===== config.mk =====
export PLATFORM = sky130hd
export DESIGN_NAME = hazard_ctrl
export DESIGN_NICKNAME = d
export VERILOG_FILES = /design/src/rtl/hazard_ctrl.sv
export SDC_FILE = /design/constraint.sdc
export NUM_CORES = 1
export LEC_CHECK = 0
export ABC_AREA = 0
export BUFFER_PORTS_ARGS = -buffer_cell sky130_fd_sc_hd__buf_2
export CORE_AREA = 8 8 45 47
export CTS_CLUSTER_DIAMETER = 50
export DETAILED_ROUTE_END_ITERATION = 10
export DIE_AREA = 0 0 53 55
export GPL_ROUTABILITY_DRIVEN = 0
export PLACE_DENSITY_LB_ADDON = 0.2
export SETUP_SLACK_MARGIN = 0.05
export SLEW_MARGIN = 10
export SYNTH_ARGS = -nofsm -noshare
export SYNTH_HDL_FRONTEND = slang
export SYNTH_SLANG_ARGS = --single-unit

===== constraint.sdc =====
create_clock -name CLK -period 2 [get_ports CLK]
set_input_delay 0.5 -clock CLK [delete_from_list [all_inputs] [get_ports CLK]]
set_output_delay 0.5 -clock CLK [all_outputs]
set_load 0.01 [all_outputs]

===== src/rtl/hazard_ctrl.sv =====
// -----------------------------------------------------------------------------
// hazard_ctrl
//
// Purpose:
//   Central stall/flush controller for a classic 5-stage pipeline. It arbitrates
//   the pipeline events in a fixed priority order:
//     halt > data-memory wait > taken branch > load-use > instruction miss.
//   For the winning event it drives the per-register enable and flush controls
//   in the same cycle. The only registered element is the controller state
//   (plus the optional statistics counters).
//
// Optional feature:
//   HAZARD_STATS_EN - when defined, adds the stall_cnt and flush_cnt outputs.
//                     Both counters saturate at 32'hFFFFFFFF.
//
// Ports:
//   CLK                 in   pipeline clock, rising edge
//   RST                 in   synchronous active-high reset
//   idex_dren           in   instruction in EX is a load
//   idex_regWrite       in   instruction in EX writes a register (not needed:
//                            a load always writes its rt)
//   idex_rt[4:0]        in   destination register of the instruction in EX
//   dec_rs[4:0]         in   rs operand of the instruction in decode
//   dec_rt[4:0]         in   rt operand of the instruction in decode
//   dec_uses_rt         in   the decode instruction actually reads rt
//   ihit                in   instruction fetch hit
//   exmem_dren          in   MEM stage data read request
//   exmem_dwen          in   MEM stage data write request
//   dhit                in   data memory has completed the access
//   mem_branch_taken    in   branch resolved taken in MEM
//   wb_halt             in   halt instruction reached WB
//   pc_en .. memwb_en   out  pipeline register enables / flushes
//   halted              out  controller is in HALT
//   state[2:0]          out  current state: RUN=0 LOADUSE=1 BRFLUSH=2
//                            MEMWAIT=3 HALT=4
//   stall_cnt[31:0]     out  cycles with pc_en=0 outside HALT (stats build)
//   flush_cnt[31:0]     out  taken-branch flushes (stats build)
// -----------------------------------------------------------------------------
module hazard_ctrl (
  input  logic        CLK,
  input  logic        RST,
  input  logic        idex_dren,
  input  logic        idex_regWrite,
  input  logic [4:0]  idex_rt,
  input  logic [4:0]  dec_rs,
  input  logic [4:0]  dec_rt,
  input  logic        dec_uses_rt,
  input  logic        ihit,
  input  logic        exmem_dren,
  input  logic        exmem_dwen,
  input  logic        dhit,
  input  logic        mem_branch_taken,
  input  logic        wb_halt,
  output logic        pc_en,
  output logic        ifid_en,
  output logic        ifid_flush,
  output logic        idex_en,
  output logic        idex_flush,
  output logic        exmem_en,
  output logic        exmem_flush,
  output logic        memwb_en,
  output logic        halted,
  output logic [2:0]  state
`ifdef HAZARD_STATS_EN
  ,
  output logic [31:0] stall_cnt,
  output logic [31:0] flush_cnt
`endif
);

  typedef enum logic [2:0] {
    RUN     = 3'd0,
    LOADUSE = 3'd1,
    BRFLUSH = 3'd2,
    MEMWAIT = 3'd3,
    HALT    = 3'd4
  } state_t;

  state_t state_q;
  state_t state_d;

  logic   dwait;
  logic   load_use;

  // A load always writes its rt, so regWrite carries no extra information here.
  logic   unused_inputs;
  assign unused_inputs = idex_regWrite;

  // Data-memory access outstanding: the whole pipeline must freeze.
  assign dwait = (exmem_dren | exmem_dwen) & ~dhit;

  // Register 0 is hard-wired zero, so a load into it cannot create a hazard.
  assign load_use = idex_dren && (idex_rt != 5'd0) &&
                    ((idex_rt == dec_rs) || (dec_uses_rt && (idex_rt == dec_rt)));

  // Mealy decode of the current state and inputs. Each branch describes one
  // event; the order of the if-chain is the event priority. A flushed
  // register always has its enable low so the two never conflict.
  always_comb begin
    // NOTE: every output gets a default first so no path leaves a signal
    // unassigned, which would otherwise infer a latch.
    state_d     = RUN;
    pc_en       = 1'b1;
    ifid_en     = 1'b1;
    ifid_flush  = 1'b0;
    idex_en     = 1'b1;
    idex_flush  = 1'b0;
    exmem_en    = 1'b1;
    exmem_flush = 1'b0;
    memwb_en    = 1'b1;

    if (RST) begin
      // Hold every register and clear every flushable one while in reset.
      pc_en       = 1'b0;
      ifid_en     = 1'b0;
      ifid_flush  = 1'b1;
      idex_en     = 1'b0;
      idex_flush  = 1'b1;
      exmem_en    = 1'b0;
      exmem_flush = 1'b1;
      memwb_en    = 1'b0;
      state_d     = RUN;
    end else if (state_q == HALT || wb_halt) begin
      // Freeze everything; HALT is only left through RST.
      pc_en    = 1'b0;
      ifid_en  = 1'b0;
      idex_en  = 1'b0;
      exmem_en = 1'b0;
      memwb_en = 1'b0;
      state_d  = HALT;
    end else if (dwait) begin
      pc_en    = 1'b0;
      ifid_en  = 1'b0;
      idex_en  = 1'b0;
      exmem_en = 1'b0;
      memwb_en = 1'b0;
      state_d  = MEMWAIT;
    end else if (mem_branch_taken) begin
      // Kill the three younger instructions; PC loads the branch target.
      ifid_en     = 1'b0;
      ifid_flush  = 1'b1;
      idex_en     = 1'b0;
      idex_flush  = 1'b1;
      exmem_en    = 1'b0;
      exmem_flush = 1'b1;
      state_d     = BRFLUSH;
    end else if (load_use) begin
      // Hold fetch/decode, insert a bubble into EX, let the load proceed.
      pc_en      = 1'b0;
      ifid_en    = 1'b0;
      idex_en    = 1'b0;
      idex_flush = 1'b1;
      state_d    = LOADUSE;
    end else if (!ihit) begin
      // Fetch missed: hold PC, feed a bubble into decode, drain the rest.
      // LOADUSE/BRFLUSH/MEMWAIT are one-shot, so the miss returns to RUN.
      pc_en      = 1'b0;
      ifid_en    = 1'b0;
      ifid_flush = 1'b1;
      state_d    = RUN;
    end
  end

  assign halted = (state_q == HALT) && !RST;
  assign state  = state_q;

  always_ff @(posedge CLK) begin
    // NOTE: sequential state uses non-blocking assignments so every register
    // samples the pre-edge values regardless of statement order.
    if (RST) begin
      state_q <= RUN;
    end else begin
      state_q <= state_d;
    end
  end

`ifdef HAZARD_STATS_EN
  always_ff @(posedge CLK) begin
    if (RST) begin
      stall_cnt <= 32'd0;
      flush_cnt <= 32'd0;
    end else begin
      if (!pc_en && state_q != HALT && stall_cnt != 32'hFFFF_FFFF) begin
        stall_cnt <= stall_cnt + 32'd1;
      end
      if (state_d == BRFLUSH && flush_cnt != 32'hFFFF_FFFF) begin
        flush_cnt <= flush_cnt + 32'd1;
      end
    end
  end
`endif

endmodule


After elaboration in Yosys (flattened, before gate mapping)

Cells that the tools add are included.

Equality and inequality tests: 3
Muxes and demuxes: 41
Bitwise operators: 3
Reduce and logical (&&, ||, !) cells: 9

Operators with widths:

| kind                                 | number |
|---|---|
| 1-bit 2-to-1 mux                     | 38 |
| 5-bit == test                        | 2 |
| 5-bit nonzero test                   | 1 |
| 1-bit logical AND                    | 4 |
| 2-bit 2-to-1 mux                     | 2 |
| 3-bit == test, second input constant | 1 |
| 3-bit 2-to-1 mux                     | 1 |
| 1-bit logical OR                     | 2 |
| 2-bit OR reduction                   | 1 |
| 1-bit bitwise AND                    | 1 |
| 1-bit zero test                      | 1 |
| 1-bit NOT                            | 1 |
| 1-bit bitwise OR                     | 1 |

Bits in registers: 3
Input bits: 26
Logic and storage cells: 58

Logic depth before layout (Yosys ltp)

Depth after elaboration: 9
Mapped depth: 4
Gate-level depth less buffers: 4

Worst setup path after synthesis

Ideal clock, no wire load.

Path type: input to output
From: input port exmem_dwen
To: output port ifid_en
Arrival: 1624 ps
Path slack: -124 ps
Stages: 4
Path buffers: 0
Cells stage by stage: o21ba_2 > nor4_1 > nand2b_1 > a211oi_2

Longest elaborated chain between the ends: 5

Ends and longest elaborated chain:

| element            | line | RTL |
|---|---|---|
| start: declaration | 50   | `input logic exmem_dwen,` |
| 1-bit bitwise OR   | 90   | `assign dwait = (exmem_dren \| exmem_dwen) & ~dhit;` |
| 1-bit bitwise AND  | 90   |  |
| 1-bit 2-to-1 mux   | 131  | `end else if (dwait) begin` |
| 1-bit 2-to-1 mux   | 123  | `end else if (state_q == HALT \|\| wb_halt) begin` |
| 1-bit 2-to-1 mux   | 112  | `if (RST) begin` |
| end: declaration   | 55   | `output logic ifid_en,` |

No other way between the ends.

Final worst setup path

From: input port idex_rt[1]
To: output port ifid_en

Longest elaborated chain between the ends: 9
Elaborated cells between the ends (all ways): 12
Those cells by class: eq/ne (2); mux (5); reduce/logical (5)

Ends and longest elaborated chain:

| element               | line | RTL |
|---|---|---|
| start: declaration    | 44   | `input logic [4:0] idex_rt,` |
| 5-bit == test         | 94   | `((idex_rt == dec_rs) \|\| (dec_uses_rt && (idex_rt == dec_rt)));` |
| 1-bit logical AND     | 94   |  |
| 1-bit logical OR      | 94   |  |
| 1-bit logical AND (*) | 93   | `assign load_use = idex_dren && (idex_rt != 5'd0) &&` |
| 1-bit 2-to-1 mux (*)  | 147  | `end else if (load_use) begin` |
| 1-bit 2-to-1 mux (*)  | 138  | `end else if (mem_branch_taken) begin` |
| 1-bit 2-to-1 mux (*)  | 131  |  |
| 1-bit 2-to-1 mux (*)  | 123  |  |
| 1-bit 2-to-1 mux (*)  | 112  |  |

Mark *: on every way between the ends. The rest lies on a longest branch, timed or not.

==> impl_metrics.sql <==
INSERT INTO impl_metrics (metric_group, metric, value, unit) VALUES
('status', 'status', 'finished with violations', ''),
('status', 'violated_checks', 'setup timing', ''),
('timing', 'finalMaxSlewViolations', '0', ''),
('synth', 'synthCells', '46', ''),
('cells_and_area', 'final_design_area_no_fill', '742', 'sq um'),
('global_routing', 'globalRouteOverflowTotal', '0', ''),
('clocking', 'tritoncts_clock_tree', 'yes', ''),
('drt', 'drt-pass1-iter-count', '4', ''),
('placement', 'dp.cells', '108', ''),
('global_routing', 'grt-busiest-layer', 'met2', ''),
('worst_setup_path', 'cpMaxStageDelayCell', 'sky130_fd_sc_hd__or4_4', ''),
('worst_setup_path', 'crit_path_start_kind', 'primary input', ''),
('cells_and_area', 'nFillCells', '140', ''),
('synth', 'synth_warnings', '0', ''),
('timing', 'finalHoldViolCount', '0', ''),
('die', 'die_w', '53', 'um'),
('worst_setup_path', 'cpLargestDelayFamily', 'simple AND/OR/NAND/NOR gates', ''),
('timing', 'fin_setup_tns', '-0.724', 'ns'),
('synth', 'synthDistinctLibCells', '26', ''),
('cells_and_area', 'final_common_cell', 'sky130_fd_sc_hd__buf_2', ''),
('drt', 'dr.first_iter.drc_count', '9', ''),
('worst_setup_path', 'timing.critical_path.from', 'idex_rt[1]', ''),
('global_routing', 'grt_pass1_vias', '562', ''),
('pwr', 'leakage_component_of_the_power', '0.355', 'nW'),
('flow_run', 'max_cap_viols', '0', ''),
('clocking', 'cts.htree.levels', '1', ''),
('synth', 'syn_area', '360', 'sq um'),
('clocking', 'max-clock-path-buffers', '2', ''),
('timing', 'setup_violations', '5', ''),
('global_routing', 'gr_layer_usage_met1', '8.19', '%'),
('worst_setup_path', 'cp_data_arrival_time', '1.70', 'ns'),
('placement', 'place.detailed.hpwl', '1.13', 'mm'),
('synth', 'synth_top_family_by_area', 'compound AO/OA/AOI/OAI gates', ''),
('cells_and_area', 'fraction_of_final_layout_cells_with_drive_strength_greater_than_1', '62.5', '%'),
('pwr', 'cellPowerDensity', '434', 'mW/mm^2'),
('cells_and_area', 'fin_nets', '123', ''),
('clocking', 'clock_transition_at_path_regs', '0.04', 'ns'),
('drt', 'drt-total-wl', '1.35', 'mm'),
('timing', 'highest_clock_rate', '0.454', 'GHz'),
('synth', 'syn_avg_cell_area', '7.83', 'sq um'),
('global_routing', 'grt.met2_usage', '18.8', '%'),
('global_routing', 'global_route.usage.met3', '5.08', '%'),
('cells_and_area', 'multi_input_area', '349', 'sq um'),
('cells_and_area', 'fin_util', '53.6', '%'),
('cells_and_area', 'largest_register_ffs', '3', ''),
('clocking', 'cts_buffers', '3', ''),
('hold_path', 'hp-class', 'primary input to flip-flop', ''),
('global_routing', 'grt_start_max_net_pins', '8', ''),
('worst_setup_path', 'critPathCaptureType', 'primary output', ''),
('timing', 'worst_pin_slew', '0.307', 'ns'),
('timing', 'timing.clock.skew', '0.00661', 'ns'),
('pwr', 'vdd.ir_drop.worst', '0.191', 'mV'),
('synth', 'post_synth_xor_area_fraction', '24.3', '%'),
('worst_setup_path', 'path_class', 'primary input to primary output', ''),
('placement', 'dpl-instance-area', '666', 'sq um'),
('worst_setup_path', 'worst_r2r_path_depth', '4', ''),
('synth', 'synth_simple_gate_area_share', '27.1', '%'),
('synth', 'synth_compound_gate_area_share', '29.9', '%'),
('synth', 'postSynthRegisterBits', '3', ''),
('synth', 'mappedNetlistNets', '72', ''),
('drt', 'wire_per_inst', '12.1', 'um'),
('die', 'die_height', '55', 'um'),
('worst_setup_path', 'crit_path_max_fanout', '4', ''),
('timing', 'setup_repair_after_global_routing_missed_its_margin', 'yes', ''),
('worst_setup_path', 'critical_path_buf_inv_count', '2', ''),
('timing', 'setup_ws', '-0.202', 'ns'),
('worst_setup_path', 'timing.critical_path.to', 'ifid_en', ''),
('synth', 'ys_seq_area_share', '16.7', '%'),
('worst_setup_path', 'r2r-start', 'state[1]', ''),
('clocking', 'clock_insertion_delay_at_the_later_pin_of_the_skew_report', '0.25', 'ns'),
('clocking', 'clock-root-buffer', 'sky130_fd_sc_hd__clkbuf_4', '');
## cells in the mapped netlist
| cell type | n | area [sq um] |
|---|---|---|
| sky130_fd_sc_hd__xnor2_1 | 10 | 87.6 |
| sky130_fd_sc_hd__nor2_1 | 4 | 15.0 |
| sky130_fd_sc_hd__dfxtp_1 | 3 | 60.1 |
| sky130_fd_sc_hd__nand2_1 | 3 | 11.3 |
| sky130_fd_sc_hd__a21oi_1 | 2 | 10.0 |
| sky130_fd_sc_hd__inv_1 | 2 | 7.51 |
| sky130_fd_sc_hd__nor3_1 | 2 | 10.0 |
| sky130_fd_sc_hd__o21ai_0 | 2 | 10.0 |
| sky130_fd_sc_hd__a211oi_2 | 1 | 12.5 |
| sky130_fd_sc_hd__a21o_1 | 1 | 7.51 |
| sky130_fd_sc_hd__a22o_1 | 1 | 8.76 |
| sky130_fd_sc_hd__a31o_1 | 1 | 8.76 |
| sky130_fd_sc_hd__a31oi_1 | 1 | 6.26 |
| sky130_fd_sc_hd__nand2b_1 | 1 | 6.26 |
| sky130_fd_sc_hd__nand3_1 | 1 | 5.00 |
| sky130_fd_sc_hd__nand4_1 | 1 | 6.26 |
| sky130_fd_sc_hd__nor2b_1 | 1 | 6.26 |
| sky130_fd_sc_hd__nor3b_1 | 1 | 7.51 |
| sky130_fd_sc_hd__nor3b_2 | 1 | 12.5 |
| sky130_fd_sc_hd__nor4_1 | 1 | 6.26 |
| sky130_fd_sc_hd__o21a_1 | 1 | 7.51 |
| sky130_fd_sc_hd__o21a_4 | 1 | 15.0 |
| sky130_fd_sc_hd__o21ai_1 | 1 | 5.00 |
| sky130_fd_sc_hd__o21ba_2 | 1 | 10.0 |
| sky130_fd_sc_hd__o22ai_1 | 1 | 6.26 |
| sky130_fd_sc_hd__or4_4 | 1 | 11.3 |
## worst reg2reg max path: cells and delay by family, from the launching register on
family | cells | cell delay, ns
flip-flops | 1 | 0.32
AND/OR/NAND/NOR | 3 | 0.59
AO/OA/AOI/OAI | 1 | 0.19
## cells by family after synthesis
family | count (synthesis)
AOI/OAI and AO/OA | 14
xor gates and xnor gates | 10
buffers and inverters | 2
DFF | 3
and+or+nand+nor | 17
## timing repair
action,4_1_cts,5_1_grt
cloned,0,0
hold buffers,0,0
resized for setup,2,7
endpoints found under the setup margin,6,7
setup buffers,0,0
pin swaps,2,2
## metal layers
layer | wire length, um | up-vias
met3 | 145 | 2
met2 | 705 | 26
met1 | 483 | 229
li1 | - | 266
met5 | 0 | -
met4 | 19 | 0
## area by class of cell
| class | instances | share of cell area (%) |
|---|---|---|
| Clock buffer | 4 | 3.54 |
| Sequential cell | 3 | 8.26 |
| Inverter | 2 | 1.01 |
| Timing Repair Buffer | 46 | 37.4 |
| Multi-Input combinational cell | 41 | 47.0 |
| Tap cell | 16 | 2.70 |
## through the flow
stage          hold WS [ns]  power (mW)
4_1_cts               0.552       0.321
3_5_place_dp          0.578       0.198
2_1_floorplan         0.572       0.129
5_1_grt               0.585       0.347
3_3_place_gp          0.574       0.196
6_report              0.565       0.322
## power breakdown
part | internal [mW] | switching (mW) | leakage, nW
clock network | 0.0752 | 0.0388 | 0.0150
logic | 0.0786 | 0.0628 | 0.315
registers | 0.0639 | 0.00238 | 0.0249
## worst min-delay path by stage
stage	cells past startpoint	endpoint	from
after global routing	2	state[1]	mem_branch_taken
after floorplan	1	state[2]	RST
after global placement	3	state[2]	state[0]
final	2	state[1]	mem_branch_taken
after detailed placement	3	state[2]	state[1]
after CTS	3	state[2]	wb_halt
No activity file was read; power rests on OpenSTA's default activity.
